$ cat src/rtl/vliw_pkg.sv
// vliw_pkg: shared encodings for the VLIW front end.
//   - opcode codes (nop .. bshiftright), register codes (reg0 .. reg15)
//   - lane slot geometry: SLOT_W bits per lane, 4-bit fields at fixed offsets
//   - helper to size a bundle word for a given lane count
package vliw_pkg;

  localparam logic [3:0] nop         = 4'd0;
  localparam logic [3:0] add         = 4'd1;
  localparam logic [3:0] sub         = 4'd2;
  localparam logic [3:0] mul         = 4'd3;
  localparam logic [3:0] load        = 4'd4;
  localparam logic [3:0] move        = 4'd5;
  localparam logic [3:0] read        = 4'd6;
  localparam logic [3:0] compare     = 4'd7;
  localparam logic [3:0] xorinst     = 4'd8;
  localparam logic [3:0] nandinst    = 4'd9;
  localparam logic [3:0] norinst     = 4'd10;
  localparam logic [3:0] notinst     = 4'd11;
  localparam logic [3:0] shiftleft   = 4'd12;
  localparam logic [3:0] shiftright  = 4'd13;
  localparam logic [3:0] bshiftleft  = 4'd14;
  localparam logic [3:0] bshiftright = 4'd15;

  localparam logic [3:0] reg0  = 4'd0;
  localparam logic [3:0] reg1  = 4'd1;
  localparam logic [3:0] reg2  = 4'd2;
  localparam logic [3:0] reg3  = 4'd3;
  localparam logic [3:0] reg4  = 4'd4;
  localparam logic [3:0] reg5  = 4'd5;
  localparam logic [3:0] reg6  = 4'd6;
  localparam logic [3:0] reg7  = 4'd7;
  localparam logic [3:0] reg8  = 4'd8;
  localparam logic [3:0] reg9  = 4'd9;
  localparam logic [3:0] reg10 = 4'd10;
  localparam logic [3:0] reg11 = 4'd11;
  localparam logic [3:0] reg12 = 4'd12;
  localparam logic [3:0] reg13 = 4'd13;
  localparam logic [3:0] reg14 = 4'd14;
  localparam logic [3:0] reg15 = 4'd15;

  localparam int SLOT_W   = 20;
  localparam int FIELD_W  = 4;
  localparam int OPC_OFS  = 15;
  localparam int SRC1_OFS = 10;
  localparam int SRC2_OFS = 5;
  localparam int DEST_OFS = 0;
  localparam int RSVD_W   = 4;

  function automatic int bundle_word_w(input int num_slots);
    return SLOT_W * num_slots + RSVD_W;
  endfunction

endpackage

$ cat src/rtl/vliw_bundle_fifo.sv
// vliw_bundle_fifo: generic DEPTH-entry FIFO with flush and level output.
//   clock, reset (sync, active-low), flush (clears pointers and level)
//   push/wr_data: write when not full; pop: advance head when not empty
//   rd_data: storage at head (may be stale when empty; caller masks it)
//   level/full/empty: occupancy
module vliw_bundle_fifo #(
  parameter int W     = 8,
  parameter int DEPTH = 4,
  localparam int PTR_W = $clog2(DEPTH),
  localparam int LVL_W = $clog2(DEPTH + 1)
) (
  input  logic             clock,
  input  logic             reset,
  input  logic             flush,
  input  logic             push,
  input  logic [W-1:0]     wr_data,
  input  logic             pop,
  output logic [W-1:0]     rd_data,
  output logic [LVL_W-1:0] level,
  output logic             full,
  output logic             empty
);

  logic [W-1:0]     mem [DEPTH];
  logic [PTR_W-1:0] wr_ptr;
  logic [PTR_W-1:0] rd_ptr;
  logic [LVL_W-1:0] count;
  logic             do_push;
  logic             do_pop;

  assign full    = (count == LVL_W'(DEPTH));
  assign empty   = (count == '0);
  assign do_push = push & ~full & ~flush;
  assign do_pop  = pop & ~empty & ~flush;
  assign rd_data = mem[rd_ptr];
  assign level   = count;

  // Storage is deliberately not reset; the top masks head data while empty.
  always_ff @(posedge clock) begin
    if (reset && do_push) mem[wr_ptr] <= wr_data;
  end

  // DEPTH is a power of two, so pointer overflow is the modulo wrap.
  always_ff @(posedge clock) begin
    if (!reset) begin
      wr_ptr <= '0;
      rd_ptr <= '0;
      count  <= '0;
    end else if (flush) begin
      wr_ptr <= '0;
      rd_ptr <= '0;
      count  <= '0;
    end else begin
      if (do_push) wr_ptr <= wr_ptr + 1'b1;
      if (do_pop)  rd_ptr <= rd_ptr + 1'b1;
      case ({do_push, do_pop})
        2'b10:   count <= count + 1'b1;
        2'b01:   count <= count - 1'b1;
        default: count <= count;
      endcase
    end
  end

endmodule

$ cat src/rtl/vliw_fetch_queue.sv
// vliw_fetch_queue: VLIW fetch stage. Slices a bundle word into per-lane
// opcode/src1/src2/dest, gates each lane's immediate by its own load opcode,
// and queues decoded bundles in a FIFO ahead of decode.
//   clock, reset (sync, active-low), flush (drop queue and current offer)
//   in_valid/in_ready/in_word/in_data   : bundle input handshake
//   out_valid/out_ready                 : head handshake to decode
//   out_op/out_src1/out_src2/out_dest   : lane i at [4*i +: 4]
//   out_data                            : lane i at [DATA_W*i +: DATA_W]
//   level                               : entries held
module vliw_fetch_queue
  import vliw_pkg::*;
#(
  parameter int NUM_SLOTS = 3,
  parameter int DATA_W    = 64,
  parameter int DEPTH     = 4,
  parameter bit DROP_NOP  = 1'b0,
  localparam int WORD_W   = SLOT_W * NUM_SLOTS + RSVD_W,
  localparam int LVL_W    = $clog2(DEPTH + 1)
) (
  input  logic                        clock,
  input  logic                        reset,
  input  logic                        flush,
  input  logic                        in_valid,
  output logic                        in_ready,
  input  logic [WORD_W-1:0]           in_word,
  input  logic [NUM_SLOTS*DATA_W-1:0] in_data,
  output logic                        out_valid,
  input  logic                        out_ready,
  output logic [4*NUM_SLOTS-1:0]      out_op,
  output logic [4*NUM_SLOTS-1:0]      out_src1,
  output logic [4*NUM_SLOTS-1:0]      out_src2,
  output logic [4*NUM_SLOTS-1:0]      out_dest,
  output logic [NUM_SLOTS*DATA_W-1:0] out_data,
  output logic [LVL_W-1:0]            level
);

  localparam int FLD_W   = FIELD_W * NUM_SLOTS;
  localparam int ENTRY_W = 4 * FLD_W + NUM_SLOTS * DATA_W;

  logic [FLD_W-1:0]            dec_op;
  logic [FLD_W-1:0]            dec_src1;
  logic [FLD_W-1:0]            dec_src2;
  logic [FLD_W-1:0]            dec_dest;
  logic [NUM_SLOTS*DATA_W-1:0] dec_data;
  logic [NUM_SLOTS-1:0]        lane_nop;
  logic                        all_nop;
  logic                        keep;
  logic                        push;
  logic                        pop;
  logic                        full;
  logic                        empty;
  logic [ENTRY_W-1:0]          head;
  logic                        unused_top_bits;

  // Lane 0 occupies the most significant slot of the word.
  for (genvar g = 0; g < NUM_SLOTS; g++) begin : g_lane
    localparam int B = SLOT_W * (NUM_SLOTS - 1 - g);
    logic unused_lane_bits;

    assign dec_op[4*g +: 4]   = in_word[B + OPC_OFS  +: FIELD_W];
    assign dec_src1[4*g +: 4] = in_word[B + SRC1_OFS +: FIELD_W];
    assign dec_src2[4*g +: 4] = in_word[B + SRC2_OFS +: FIELD_W];
    assign dec_dest[4*g +: 4] = in_word[B + DEST_OFS +: FIELD_W];
    assign lane_nop[g]        = (dec_op[4*g +: 4] == nop);
    assign dec_data[DATA_W*g +: DATA_W] =
      (dec_op[4*g +: 4] == load) ? in_data[DATA_W*g +: DATA_W] : '0;
    assign unused_lane_bits =
      ^{in_word[B+19], in_word[B+14], in_word[B+9], in_word[B+4]};
  end

  assign unused_top_bits = ^in_word[WORD_W-1 -: RSVD_W];

  assign all_nop   = &lane_nop;
  assign keep      = (DROP_NOP == 1'b0) || !all_nop;
  // No pass-through when full: in_ready looks only at the current level.
  assign in_ready  = reset & ~full;
  assign out_valid = ~empty;
  // A dropped all-NOP bundle still sees in_ready and so completes its handshake.
  assign push      = in_valid & in_ready & ~flush & keep;
  assign pop       = out_valid & out_ready & ~flush;

  vliw_bundle_fifo #(
    .W     (ENTRY_W),
    .DEPTH (DEPTH)
  ) u_fifo (
    .clock   (clock),
    .reset   (reset),
    .flush   (flush),
    .push    (push),
    .wr_data ({dec_op, dec_src1, dec_src2, dec_dest, dec_data}),
    .pop     (pop),
    .rd_data (head),
    .level   (level),
    .full    (full),
    .empty   (empty)
  );

  // Never expose stale storage while empty.
  assign {out_op, out_src1, out_src2, out_dest, out_data} = empty ? '0 : head;

endmodule

$ cat config.mk
export PLATFORM = sky130hd
export DESIGN_NAME = vliw_fetch_queue
export DESIGN_NICKNAME = d
export VERILOG_FILES = /design/src/rtl/vliw_pkg.sv /design/src/rtl/vliw_bundle_fifo.sv /design/src/rtl/vliw_fetch_queue.sv
export SDC_FILE = /design/constraint.sdc
export NUM_CORES = 1
export LEC_CHECK = 0
export ABC_AREA = 1
export CORE_MARGIN = 2
export CORE_UTILIZATION = 50
export DETAILED_ROUTE_END_ITERATION = 10
export PLACE_DENSITY = 0.84
export SYNTH_ARGS = -nofsm -noshare
export SYNTH_HDL_FRONTEND = slang
export SYNTH_SLANG_ARGS = --single-unit
$ cat constraint.sdc
create_clock -name clock -period 14.25 [get_ports clock]
set_clock_uncertainty 0.1 [all_clocks]
set_input_delay 2.85 -clock clock [delete_from_list [all_inputs] [get_ports clock]]
set_output_delay 2.85 -clock clock [all_outputs]
set_load 0.03 [all_outputs]
# == Word-level counts from Yosys, hierarchy flattened ==
# Memory sizes are Yosys's and may differ from the RTL's. A register that Yosys moved wholly into a read port is not among the register bits.
# Cells that the tools add are included.
# W data, S select, Z words.
# classes
n_addsub,4
multipliers,0
n_div,0
order_cmp,0
eq_ne,6
shifts,0
n_mux,9
bitwise_logic,13
n_reduce_logical,4
# op_table
op,n
$mux W240,1
$mux W64,3
$eq A4 B3 Y1 const B,3
$and A1 B1 Y1,9
$pmux W3 S2,1
$add A2 B1 Y2 const B,2
$mux W2,2
$not A1 Y1,4
$add A3 B1 Y3 const B,1
$eq A3 B3 Y1 const B,1
$logic_not A3 Y1,1
$sub A3 B1 Y3 const B,1
$eq A2 B1 Y1 const B,1
$eq A2 B2 Y1 const B,1
$mux W1,2
$reduce_bool A2 Y1,1
$reduce_or A2 Y1,1
$logic_and A1 B1 Y1,1
# word_totals
register_bits,7
latchBits,0
ram_bits,960
mem_bits_ro,0
inputBits,261
out_inout_bits,245
elab_cells,40
memories,1
# memory_table
memory,depth,word_bits,read_ports,rd_ports_with_merged_regs,write_ports,line_no,rtl
u_fifo.mem,4,240,1,1,1,vliw_bundle_fifo.sv:24,logic [W-1:0] mem [DEPTH];

# == Depth between registers and ports, before layout ==
# depth
ltp_word,10
mapped_depth,13
depth_no_buf,13

# == Modules after synthesis ==
# Synthesis repeated with hierarchy kept, for this count alone.
# unflattened
cells_unflattened,3326
hier_area_um2,39808.2
# by_module_without_submodules
mod,n_inst,cells_per_inst,area_each_um2,seq_area_each_um2
vliw_bundle_fifo,1,2397,35756.8,29007.8
vliw_fetch_queue,1,929,4051.4,0.0

# == Worst setup path after synthesis ==
# No wires, ideal clock.
# synth_timing
path_type,input to register
from,input port reset
to,"memory u_fifo.mem[0][0] in the netlist's numbering, enable pin"
setup_ns,0.846
t_arrival_ns,13.300
required_ns,13.304
setup_slack_ns,0.004
stages,4
path_buffers,0
cell_sequence,inv_1 nor2_1 nand3_1 nor2_1
# synth_via
elab_chain_cells,8
# synth_rtl
element,line_no,rtl
from (decl),vliw_fetch_queue.sv:21,"input logic reset,"
$and A1 B1 Y1,vliw_fetch_queue.sv:76,assign in_ready = reset & ~full;
$and A1 B1 Y1 (2 in series),vliw_fetch_queue.sv:79,assign push = in_valid & in_ready & ~flush & keep;
$and A1 B1 Y1 (2 in series),vliw_bundle_fifo.sv:33,assign do_push = push & ~full & ~flush;
$logic_and A1 B1 Y1 (*),vliw_bundle_fifo.sv:40,if (reset && do_push) mem[wr_ptr] <= wr_data;
$mux W1 (*),vliw_bundle_fifo.sv:40,
$mux W1 (implied by the code) (*),vliw_bundle_fifo.sv:40,
to (decl),vliw_bundle_fifo.sv:24,
# Every way passes the cells marked *; elsewhere a longest branch is shown, timed or not.

==> summary.txt <==
Outcome
  • Status: complete, no violations

Placement
  • Placed cell count: 4,671
  • Placed inst area: 44,600 sq um
  • HPWL after DPL: 52,400 um
  • Final GP Congestion: 0.817
  • Post-Place Worst Slack: 7.16 ns
  • Buffers on Ports: 489

Route
  • Vias/cell: 5.42
  • Post-DR wirelength/cell: 19.9 um
  • Final WL: 96,800 um
  • DRT Pass-1 Iters: 6
  • DRC viols: 0
  • Initial DRC count: 2,620
  • Final antenna-violating net count: 0
  • Via count: 26,400

Layout
  • Non-filler cells in the finished layout: 4,861
  • Layout area overhead: 22.4%
  • Final nets: 3,996
  • Design Area, Final: 47,900 sq um
  • Layout cells sized above 1: 4.94%

Synth
  • Post-Syn Instances: 3,316
  • Synth Area in XOR/XNOR: 0%
  • Post-synth net total: 3,583
  • #FFs+latches synth: 969
  • Synthesized area per cell: 11.8 sq um
  • Area share of and/or/nand/nor cells after synthesis: 11.5%
  • Ranking of synthesized cells by area: edfxtp_1 (74%), nor2_1 (11%), o21ai_0 (3.3%)
  • Largest family of logic cells by synthesized area: simple AND/OR/NAND/NOR gates
  • Dominant cell type by area after synthesis: edfxtp_1
  • Synth Area in Compound Gates: 9.28%
  • YS warnings: 0
  • Cell variety after synth: 19
  • Adder-cell area share of the yosys netlist: 0.211%
  • Mux share of post-synthesis cell area: 0%
  • Synth top area share: 73.6%
  • Synth Cell Area: 39,200 sq um
  • Sequential-to-total area share from yosys stat: 74.1%

STA
  • Setup TNS: 0 ns
  • Final WS setup: 6.59 ns
  • RSZ-0062 raised after global routing: no
  • Achievable Freq: 0.131 GHz
  • Final setup violation count: 0
  • Final Hold Vio Count: 0
  • Worst Max-Slew Pin Slew: 1.23 ns
  • Worst hold slack: 0.386 ns
  • Max Slew Vio Count: 0
  • Fin crit share: 53.7%
  • Slew headroom: 17.7%
  • Tmin final: 7.66 ns

Global route
  • Largest net degree at the start of global routing: 159
  • GR Overflow Total: 0
  • Vias in the first global route: 26,400
  • Tot GR Track Use: 23.2%
  • Initial antenna violation count: 18
  • First-pass GRT wire length: 145,000 um

Critical path
  • Reg2reg start: u_fifo.level[1]
  • Critical-path maximum fanout: 90
  • CP required: 11.30 ns
  • Setup Crit Path Kind: reg -> out
  • WP data arrival: 4.71 ns
  • Nature of the critical path startpoint: flop
  • Endpoint type of the worst setup path: output pin

Die
  • Core area: 77,500 sq um
  • IO Pins: 506
  • Die Wd: 284 um
  • Die area: 80,600 sq um
  • Die Y: 284 um
  • Row count: 102
  • Initial Utilization: 50.5%

Clocking
  • CTS tree: yes
  • Postcts setup bufs: 0
  • TritonCTS buffer count: 96
  • CTS Sinks: 969
  • Worst skew pair latency: 0.66 ns
  • # hold bufs at CTS: 0
  • Worst-path clk slew: 0.06 ns
  • Total number of H-tree levels: 3
  • Post-cts resize count: 0
  • Clock Tree Root: clkbuf_16
  • CTS Buffer Depth: 3

Pwr
  • Static Leak: 16.8 nW
  • Pwr dens: 127 nW/um^2
  • Worst vdd ir: 0.103 mV

Worst hold path
  • Hold_sp: u_fifo.rd_ptr[1]
  • Worst min path class: reg -> reg

Flow run
  • Max-Cap Viols: 0
[power by group]
| part | internal [mW] | switching, mW |
|---|---|---|
| Clock | 1.51 | 1.08 |
| Combinational | 0.136 | 0.198 |
| Sequential | 3.15 | 0.00945 |
[synth_stat cells]
library cell	n
nor2_1	1170
edfxtp_1	960
o21ai_0	262
a21oi_1	244
o21ai_1	220
inv_1	209
buf_2	73
clkbuf_1	65
buf_6	24
clkbuf_2	22
nand2_1	17
buf_4	14
buf_1	9
dfxtp_1	9
ha_1	5
nand3_1	5
inv_2	4
nand3b_1	3
fa_1	1
[critical path, cell delays in order, from the launching register on]
cell and delay [ns]:
dfxtp_4 0.78, buf_4 0.84, buf_4 0.88, nor2_1 0.11
nor2_1 0.14, o21ai_0 0.10, a21oi_1 0.25, clkdlybuf4s50_1 0.79
[sequential cells by signal, summed over array words and instances, names as in the netlist, named ones only]
signal and cells:
u_fifo.level 3, u_fifo.mem 960, u_fifo.rd_ptr 2, u_fifo.wr_ptr 2
[area by class of cell]
| type | instances | area, sq um |
|---|---|---|
| fill | 5539 | 29500 |
| inverter | 213 | 822 |
| multi-input combinational | 1927 | 8250 |
| timing repair buffer | 522 | 5180 |
| antenna | 12 | 30.0 |
| sequential | 969 | 29000 |
| tap | 1040 | 1300 |
| clock buffer | 114 | 2510 |
| clock inverter | 64 | 820 |
[cells by family (layout without fill, tap and decap cells)]
logic type | Yosys count | in the layout
flops | 969 | 969
compound gates | 726 | 726
other cells | 0 | 12
buf+inv | 420 | 913
fa+ha+maj | 6 | 6
simple gates | 1195 | 1195
[cell usage in the layout (no fill, tap or decap), types with 12 or more instances in the layout]
master	instances
a21oi_1	244
buf_4	30
bufinv_16	13
clkbuf_1	14
clkbuf_16	96
clkdlybuf4s50_1	489
clkinv_1	19
clkinv_2	14
diode_2	12
edfxtp_1	960
inv_1	209
nand2_1	17
nor2_1	1166
o21ai_0	262
o21ai_1	220
[layer usage]
layer  track usage [%]  routed length, um  part of all wire [%]  up-vias
met5                 0                104                  0.11        -
met1              27.0              35500                    37    12700
met4              11.5               4030                   4.2       16
met3              4.47               7830                   8.1      228
li1                  -                  -                     -    12200
met2              40.9              49300                    51     1173
[path summary, 6_finish.rpt]
kind / endpoint / slack, ns / cells after the start
min: flop / 0.39 / 2
min reg2reg: flop / 0.39 / 2
max reg2reg: u_fifo.mem[3][105] / 10.42 / 7
max: out_data[181] / 6.59 / 7
[through the flow]
stage	power (mW)	util [%]
2_1_floorplan	3.38	-
3_3_place_gp	3.54	57.5
3_5_place_dp	3.55	57.5
4_1_cts	6.12	61.8
5_1_grt	6.27	61.9
6_report	6.09	61.9
No activity file was read; power rests on OpenSTA's default activity.
